**src/rtl/bsg_fpu_pkg.sv**
```systemverilog
// Half-precision constants and pipeline records shared by the FPU pack/unpack stages.
package bsg_fpu_pkg;

  localparam int EXP_W = 5;
  localparam int MAN_W = 10;
  localparam int BIAS  = 15;

  localparam logic [15:0] NAN_CANON = 16'h7E00;
  localparam logic [14:0] INF_MAG   = 15'h7C00;
  localparam logic [4:0]  EXP_MAX   = 5'h1F;

  // normalized beat held between stage 1 and stage 2; e is two's complement
  typedef struct packed {
    logic        sign;
    logic [7:0]  e;
    logic [13:0] man;
    logic        nan;
    logic        infty;
    logic        zero;
  } fpu_pp_s1_t;

  typedef struct packed {
    logic [15:0] z;
    logic        overflow;
    logic        underflow;
    logic        inexact;
  } fpu_pp_resp_t;

endpackage

```
**src/rtl/bsg_fpu_clz14.sv**
```systemverilog
// Combinational leading-zero count of a 14-bit significand; all-zero input reports 13.
module bsg_fpu_clz14 (
  input  logic [13:0] a_i,
  output logic [3:0]  num_zero_o
);

  always_comb begin
    num_zero_o = 4'd13;
    // scanning upward, the last set bit seen is the most significant one
    for (int i = 0; i < 14; i++)
      if (a_i[i]) num_zero_o = 4'(13 - i);
  end

endmodule

```
**src/rtl/bsg_fpu_postprocess.sv**
```systemverilog
// Two-stage half-precision packer: normalize, then round-to-nearest-even and pack with
// overflow / denormal / special handling. valid/ready in, valid/yumi out.
module bsg_fpu_postprocess
  import bsg_fpu_pkg::*;
(
  input  logic        clk_i,
  input  logic        reset_n_i,
  input  logic        v_i,
  output logic        ready_o,
  input  logic        sign_i,
  input  logic [6:0]  exp_i,
  input  logic [13:0] man_i,
  input  logic        nan_i,
  input  logic        infty_i,
  input  logic        zero_i,
  output logic        v_o,
  input  logic        yumi_i,
  output logic [15:0] z_o,
  output logic        overflow_o,
  output logic        underflow_o,
  output logic        inexact_o
);

  logic [2:1]   vld_pipe;
  logic         s1_adv, s2_adv;
  logic [3:0]   lzc;
  fpu_pp_s1_t   s1_d, s1_q;
  fpu_pp_resp_t resp_d, resp_q;

  assign s2_adv  = ~vld_pipe[2] | yumi_i;
  assign s1_adv  = ~vld_pipe[1] | s2_adv;
  assign ready_o = s1_adv;

  bsg_fpu_clz14 clz (.a_i(man_i), .num_zero_o(lzc));

  always_comb begin
    s1_d       = '0;
    s1_d.sign  = sign_i;
    s1_d.e     = {exp_i[6], exp_i} - {4'b0, lzc};
    s1_d.man   = man_i << lzc;
    s1_d.nan   = nan_i;
    s1_d.infty = infty_i;
    s1_d.zero  = zero_i | (man_i == '0);
  end

  // stage 2: denormal shift, RNE, pack
  logic        tiny, big, guard, sticky, round_up, inexact, ovf;
  logic [8:0]  sh_full;
  logic [3:0]  shamt;
  logic [27:0] den_ext;
  logic [9:0]  man10;
  logic [4:0]  expf;
  logic [14:0] rounded;

  always_comb begin
    tiny     = s1_q.e[7] | (s1_q.e == '0);
    big      = ~tiny & ($signed(s1_q.e) >= 8'sd31);
    sh_full  = 9'd1 - {s1_q.e[7], s1_q.e};
    shamt    = ~tiny ? 4'd0 : (sh_full > 9'd15) ? 4'd15 : sh_full[3:0];
    // hidden bit drops off the top; everything shifted below bit 0 lands in the low 15 bits
    den_ext  = 28'({s1_q.man, 15'b0} >> shamt);
    man10    = den_ext[27:18];
    guard    = den_ext[17];
    sticky   = |den_ext[16:0];
    round_up = guard & (sticky | man10[0]);
    expf     = tiny ? 5'd0 : s1_q.e[4:0];
    rounded  = {expf, man10} + 15'(round_up);
    ovf      = big | (rounded[14:10] == EXP_MAX);
    inexact  = guard | sticky;

    resp_d = '0;
    if (s1_q.nan)        resp_d.z = NAN_CANON;
    else if (s1_q.infty) resp_d.z = {s1_q.sign, INF_MAG};
    else if (s1_q.zero)  resp_d.z = {s1_q.sign, 15'h0};
    else if (ovf) begin
      resp_d.z        = {s1_q.sign, INF_MAG};
      resp_d.overflow = 1'b1;
      resp_d.inexact  = 1'b1;
    end else begin
      resp_d.z         = {s1_q.sign, rounded};
      resp_d.underflow = tiny & inexact;
      resp_d.inexact   = inexact;
    end
  end

  always_ff @(posedge clk_i) begin
    if (!reset_n_i) begin
      vld_pipe <= '0;
      s1_q     <= '0;
      resp_q   <= '0;
    end else begin
      if (s1_adv) begin
        vld_pipe[1] <= v_i;
        if (v_i) s1_q <= s1_d;
      end
      if (s2_adv) begin
        vld_pipe[2] <= vld_pipe[1];
        if (vld_pipe[1]) resp_q <= resp_d;
      end
    end
  end

  assign v_o         = vld_pipe[2];
  assign z_o         = resp_q.z;
  assign overflow_o  = resp_q.overflow;
  assign underflow_o = resp_q.underflow;
  assign inexact_o   = resp_q.inexact;

endmodule

```
**config.mk**
```make
export PLATFORM = sky130hd
export DESIGN_NAME = bsg_fpu_postprocess
export DESIGN_NICKNAME = d
export VERILOG_FILES = /design/src/rtl/bsg_fpu_pkg.sv /design/src/rtl/bsg_fpu_clz14.sv /design/src/rtl/bsg_fpu_postprocess.sv
export SDC_FILE = /design/constraint.sdc
export NUM_CORES = 1
export LEC_CHECK = 0
export BUFFER_PORTS_ARGS = -buffer_cell sky130_fd_sc_hd__buf_4
export CORE_ASPECT_RATIO = 1.25
export CORE_MARGIN = 8
export CORE_UTILIZATION = 40
export CTS_BUF_LIST = sky130_fd_sc_hd__clkbuf_4 sky130_fd_sc_hd__clkbuf_8
export CTS_CLUSTER_DIAMETER = 80
export DETAILED_ROUTE_END_ITERATION = 10
export HOLD_SLACK_MARGIN = 0.03
export SLEW_MARGIN = 40
export SYNTH_ARGS = -nofsm -noshare
export SYNTH_HDL_FRONTEND = slang
export SYNTH_SLANG_ARGS = --single-unit
```
**constraint.sdc**
```tcl
create_clock -name clk_i -period 5.7 [get_ports clk_i]
set_clock_uncertainty 0.05 [all_clocks]
set_input_delay 0.57 -clock clk_i [delete_from_list [all_inputs] [get_ports clk_i]]
set_output_delay 0.57 -clock clk_i [all_outputs]
set_load 0.01 [all_outputs]
```
# ---- Yosys cells after proc, flatten, opt, wreduce, memory -nomap -nowiden
# Index checks and enable logic that the tools add are counted.
dict set report totals {
  word_cells 64
  ramBits 0
  mem_bits_ro 0
  regBits 47
  mem_count 0
  latch_bits 0
}
dict set report classes {
  n_bitwise 13
  n_reduce_logical 5
  n_div 0
  n_eq_ne 1
  order_cmp 2
  addsub 3
  mul 0
  n_shift 2
  muxes 26
}
# op count
set ops {}
lappend ops {{15-bit two-way mux} 3}
lappend ops {{4-bit two-way mux} 10}
lappend ops {{29-bit by 4-bit right shift with 28-bit output} 1}
lappend ops {{3-bit two-way mux} 7}
lappend ops {{17-bit OR reduction} 1}
lappend ops {{16-bit two-way mux} 1}
lappend ops {{15-bit by 1-bit adder with 15-bit output} 1}
lappend ops {{14-bit logical NOT} 1}
lappend ops {{14-bit by 4-bit << shifter with 14-bit output} 1}
lappend ops {{9-bit by 4-bit > comparator with 1-bit output (second input constant)} 1}
lappend ops {{2-bit by 8-bit subtractor with 9-bit output (first input constant)} 1}
lappend ops {{8-bit by 6-bit greater-or-equal comparator with 1-bit output (second input constant)} 1}
lappend ops {{8-bit logical NOT} 1}
lappend ops {{7-bit by 5-bit subtractor with 8-bit output} 1}
lappend ops {{1-bit OR} 7}
lappend ops {{5-bit equality test (second input constant)} 1}
lappend ops {{5-bit two-way mux} 1}
lappend ops {{1-bit two-way mux} 4}
lappend ops {{2-bit AND reduction} 2}
lappend ops {{1-bit bitwise AND} 3}
lappend ops {{1-bit inverter} 3}

# ---- Logic depth before layout (Yosys ltp)
dict set report logic_depth {
  depth_word 15
  mapped_depth 24
  mapped_depth_nobuf 21
}

# ---- Cells and area by module
# A second synthesis with hierarchy kept.
dict set report unflattened {
  cells_unflattened 553
  area_unflattened_um2 4360.4
}
# mod instances area_each_um2 cells_each seq_area_each_um2
set modules_own_cells {}
lappend modules_own_cells {bsg_fpu_postprocess 1 4246.6 531 940.9}
lappend modules_own_cells {bsg_fpu_clz14 1 113.9 22 0.0}

# ---- Worst setup path before layout
# Ideal clock, no wire load.
dict set report synth_timing {
  kind {flip-flop to flip-flop}
  start {register s1_q[18] (netlist name)}
  end {register resp_q, in the netlist z_o[1]}
  period_less_slack_ns 4.950
  path_slack_ns 0.750
  arrival_ns 4.783
  stages_incl_launch_ff 23
  setup_ns 0.117
  cell_sequence {dfxtp_1 buf_6 inv_1 ha_1 or4b_4 o21ai_4 nand3_1 mux2_2 a311o_1 and4b_1 nand4_1 a21oi_1 nor2b_1 nor2_1 ha_1 ha_1 nand3_1 nor4_4 xnor2_1 a2111oi_2 a31oi_1 buf_4 a32o_1}
}
dict set report synth_between {
  elab_chain_cells 15
}
# element line
set synth_rtl {}
lappend synth_rtl {{start, declared} bsg_fpu_postprocess.sv:27} ;# fpu_pp_s1_t s1_d, s1_q;
lappend synth_rtl {{start signal, assigned} bsg_fpu_postprocess.sv:89} ;# s1_q <= '0;
lappend synth_rtl {{start signal, assigned} bsg_fpu_postprocess.sv:94} ;# if (v_i) s1_q <= s1_d;
lappend synth_rtl {{2-bit by 8-bit subtractor with 9-bit output} bsg_fpu_postprocess.sv:58} ;# sh_full = 9'd1 - {s1_q.e[7], s1_q.e};
lappend synth_rtl {{9-bit by 4-bit > comparator with 1-bit output} bsg_fpu_postprocess.sv:59} ;# shamt = ~tiny ? 4'd0 : (sh_full > 9'd15) ? 4'd15 : sh_full[3:0];
lappend synth_rtl {{4-bit two-way mux (2 in series)} bsg_fpu_postprocess.sv:59}
lappend synth_rtl {{29-bit by 4-bit right shift with 28-bit output} bsg_fpu_postprocess.sv:61} ;# den_ext = 28'({s1_q.man, 15'b0} >> shamt);
lappend synth_rtl {{17-bit OR reduction} bsg_fpu_postprocess.sv:64} ;# sticky = |den_ext[16:0];
lappend synth_rtl {{1-bit OR} bsg_fpu_postprocess.sv:65} ;# round_up = guard & (sticky | man10[0]);
lappend synth_rtl {{1-bit bitwise AND} bsg_fpu_postprocess.sv:65}
lappend synth_rtl {{15-bit by 1-bit adder with 15-bit output} bsg_fpu_postprocess.sv:67} ;# rounded = {expf, man10} + 15'(round_up);
lappend synth_rtl {{5-bit equality test} bsg_fpu_postprocess.sv:68} ;# ovf = big | (rounded[14:10] == EXP_MAX);
lappend synth_rtl {{1-bit OR} bsg_fpu_postprocess.sv:68}
lappend synth_rtl {{15-bit two-way mux *} bsg_fpu_postprocess.sv:75} ;# else if (ovf) begin
lappend synth_rtl {{15-bit two-way mux *} bsg_fpu_postprocess.sv:74} ;# else if (s1_q.zero) resp_d.z = {s1_q.sign, 15'h0};
lappend synth_rtl {{15-bit two-way mux *} bsg_fpu_postprocess.sv:73} ;# else if (s1_q.infty) resp_d.z = {s1_q.sign, INF_MAG};
lappend synth_rtl {{16-bit two-way mux *} bsg_fpu_postprocess.sv:72} ;# if (s1_q.nan) resp_d.z = NAN_CANON;
lappend synth_rtl {{end signal, assigned} bsg_fpu_postprocess.sv:98} ;# if (vld_pipe[1]) resp_q <= resp_d;
lappend synth_rtl {{end, declared} bsg_fpu_postprocess.sv:28} ;# fpu_pp_resp_t resp_d, resp_q;
# Every way passes the cells marked *; elsewhere a longest branch is shown, timed or not.
# A chain may end at the register's enable or synchronous reset.

# ---- Worst setup path in the final report
# Ends and elaborated chain as after synthesis.

==> metrics <==
status=finished, final reports clean; Post-DP HPWL=approximately 10 mm; WL per Instance=18.04 um; final hold vios=0; crit path kind=flip-flop to flip-flop; Tot GR Track Use=0.1835; synth warn=0; synth unique cells=roughly 90; Crit. End Element=flip-flop; drt via density=6.051; DP Area=about 4500 um^2; r2r endpoint=z_o[1]; Seq/Total Area, Yosys=0.2310; Max Slew Vio Count=0; max frequency=184.1 MHz; fraction of synthesized area in multiplexers=0.06143; Post-synth EDFFs=0; leading area contributor after synthesis=dfxtp_1; Nets=a little over 600; Pleak=1.777 nW; Row Count=between 40 and 50; Peak supply drop=0.0001346 V; synth top area cells=dfxtp_1 (23%), a21oi_1 (5.7%), nor2_1 (5.4%); endpoints failing setup=0; ant diodes=0; unrepaired setup endpoints after global routing=false; gr ovfl total=0; Initial Utilization=0.4073; hold_sp=z_o[15]; largest family of logic cells by synthesized area=compound AO/OA/AOI/OAI gates; root buf cell=clkbuf_8; most common cell after layout, fill and taps aside=buf_4; hold-critical path depth=2; adder-cell share of the synthesized area=0.02948; commonest cells after routing, fill and taps aside=buf_4 (64), nor2_1 (59), nand2_1 (51); largest net degree at the start of global routing=29; Post-synth ARST share=0; Synth Area in XOR/XNOR=0.04085; IO Port Bufs=49; FF-to-FF path depth=21; fraction of layout cells with a size suffix above 1=0.1826; Hold Path End=z_o[15]; post-synthesis simple-gate area fraction=0.2537; Ports=50; Power per Cell Area=235.8 nW/um^2; Final period util=0.9528; Slew HR=0.5198; setup_tns=0 ns; initial antenna violation count=0; crit path max fanout=12; CTS tree=built; CP Launch Type=flip-flop; die height=128.8 um; first-pass GRT wire length=around 21 mm; total number of vias=approximately 4300; final antenna-violating net count=0; R2R Setup Slk=between 0.2 and 0.3 ns; Num Clock Sinks=47; total power=roughly 1.1 mW; Critical R2R Launch=s1_q[18]; register bit count reported by yosys=47; die area=around 14000 um^2; worst slew pin tran=between 0.7 and 0.8 ns; Primary FF master, synth=dfxtp_1; post-route cell area=4684 um^2; final WL=12.70 mm; synthesized area=a little over 4000 um^2; number of global-route vias before repair=approximately 4300; Mapped Cells=536; DRT iter0 DRCs=~240; RD Place Congestion=between 0.9 and 1; Reg clk slew, reported paths=~0.090 ns; DRT Pass-1 Iters=4; crit path time final=about 5.4 ns; complex-gate fraction of the synthesized area=0.3219; Max clock buf depth=2; Post-Syn Area per Cell=~7.6 um^2; Synth top area share=0.2310; DIE WIDTH=about 110 um; H-tree depth=2; post-synthesis net count=between 500 and 600; Hold Crit Class=flip-flop to flip-flop; Max Cap Viol=0; Core Region=around 10000 um^2; clock buffer count from CTS=5; clock latency on the worst-skew pair=~0.31 ns; CP required=slightly below 6 ns; drt drc=0; Layout area overhead=14.99%; Worst Path Arrival=roughly 5.6 ns
==> metrics by stage <==
stage / hold WS [ns] / worst slack (ns) / std cells / util
after floorplan: 0.3865 / 0.7498 / 536 / -
after global placement: 0.3949 / 0.2541 / 695 / 0.4538
after detailed placement: 0.3984 / 0.2178 / 695 / 0.4545
after CTS: 0.4116 / 0.1977 / 703 / 0.4667
after global routing: 0.4301 / 0.02998 / 704 / 0.4683
final: 0.4082 / 0.2690 / 704 / 0.4683
==> synth_stat cells (8+ instances only) <==
cell	n
nor2b_1	8
nor3_1	12
a31oi_1	10
a21oi_1	46
ha_1	8
o21ai_0	28
inv_1	20
nand2_1	51
nor2_1	59
a211oi_1	19
mux2i_1	16
clkbuf_1	19
dfxtp_1	47
o22ai_1	8
xnor2_1	15
nand3_1	18
==> routing by layer <==
layer | GRT usage | wire, um
met1 | 0.2054 | 5116
met2 | 0.3330 | 6495
met3 | 0.02251 | 557
met4 | 0.09378 | 527
met5 | 0 | 0
==> where the power goes <==
part | switching [mW] | internal [mW] | total, mW
logic | 0.281 | 0.181 | 0.462
clock network | 0.117 | 0.144 | 0.261
registers | 0.0311 | 0.350 | 0.381
==> worst max-delay path, stage by stage, from the launching register on <==
cell	delay [ns]
dfxtp_1	0.33
inv_1	0.13
ha_1	0.26
or4b_4	0.51
o21ai_4	0.16
buf_4	0.21
and3_4	0.20
nor2_2	0.09
a211oi_1	0.26
a311o_1	0.28
and4b_1	0.22
nand4_1	0.09
a21oi_1	0.08
nor2b_1	0.16
nor2_1	0.10
ha_1	0.23
and3_1	0.21
a31oi_1	0.08
or4_1	0.57
a2111oi_2	0.54
a31oi_4	0.24
a32o_1	0.31
==> how the worst max path moves through the flow <==
stage	slack, ns	cells after the start	from	end
finish	0.27	21	s1_q[18]	z_o[1]
floorplan	0.75	22	s1_q[18]	z_o[1]
global route	0.03	21	s1_q[18]	z_o[1]
global placement	0.25	22	s1_q[18]	z_o[1]
detailed placement	0.22	22	s1_q[18]	z_o[1]
CTS	0.20	22	s1_q[18]	z_o[1]
==> sequential cells by signal, indices dropped and copies added, names as in the netlist <==
| name | flops |
|---|---|
| s1_q | 26 |
| z_o | 16 |
| vld_pipe | 2 |
| inexact_o | 1 |
| overflow_o | 1 |
| underflow_o | 1 |
==> cell type report <==
cell class / instances / area [um^2]
clock buffers: 6 / 82.58
clock inverters: 2 / 38.79
fillers: 1019 / 5319
inverters: 22 / 82.58
multi-input cells: 434 / 2898
flip-flops and latches: 47 / 940.9
well taps: 129 / 161.4
repair buffers: 64 / 480.5
==> what timing repair did <==
item / 4_1_cts / 5_1_grt
hold buffers: 0 / 0
buffers inserted: 0 / 1
gates resized for setup: 0 / 1
endpoints found under the setup margin: 0 / 11
==> cells by family (layout without fill, tap and decap cells) <==
| family | after synthesis | count (layout) |
|---|---|---|
| compound gates | 185 | 185 |
| flops | 47 | 47 |
| simple gates | 200 | 200 |
| fa+ha+maj | 9 | 9 |
| buf+inv | 55 | 94 |
| xor+xnor | 19 | 19 |
| mux | 21 | 21 |
No activity file was read; power rests on OpenSTA's default activity.
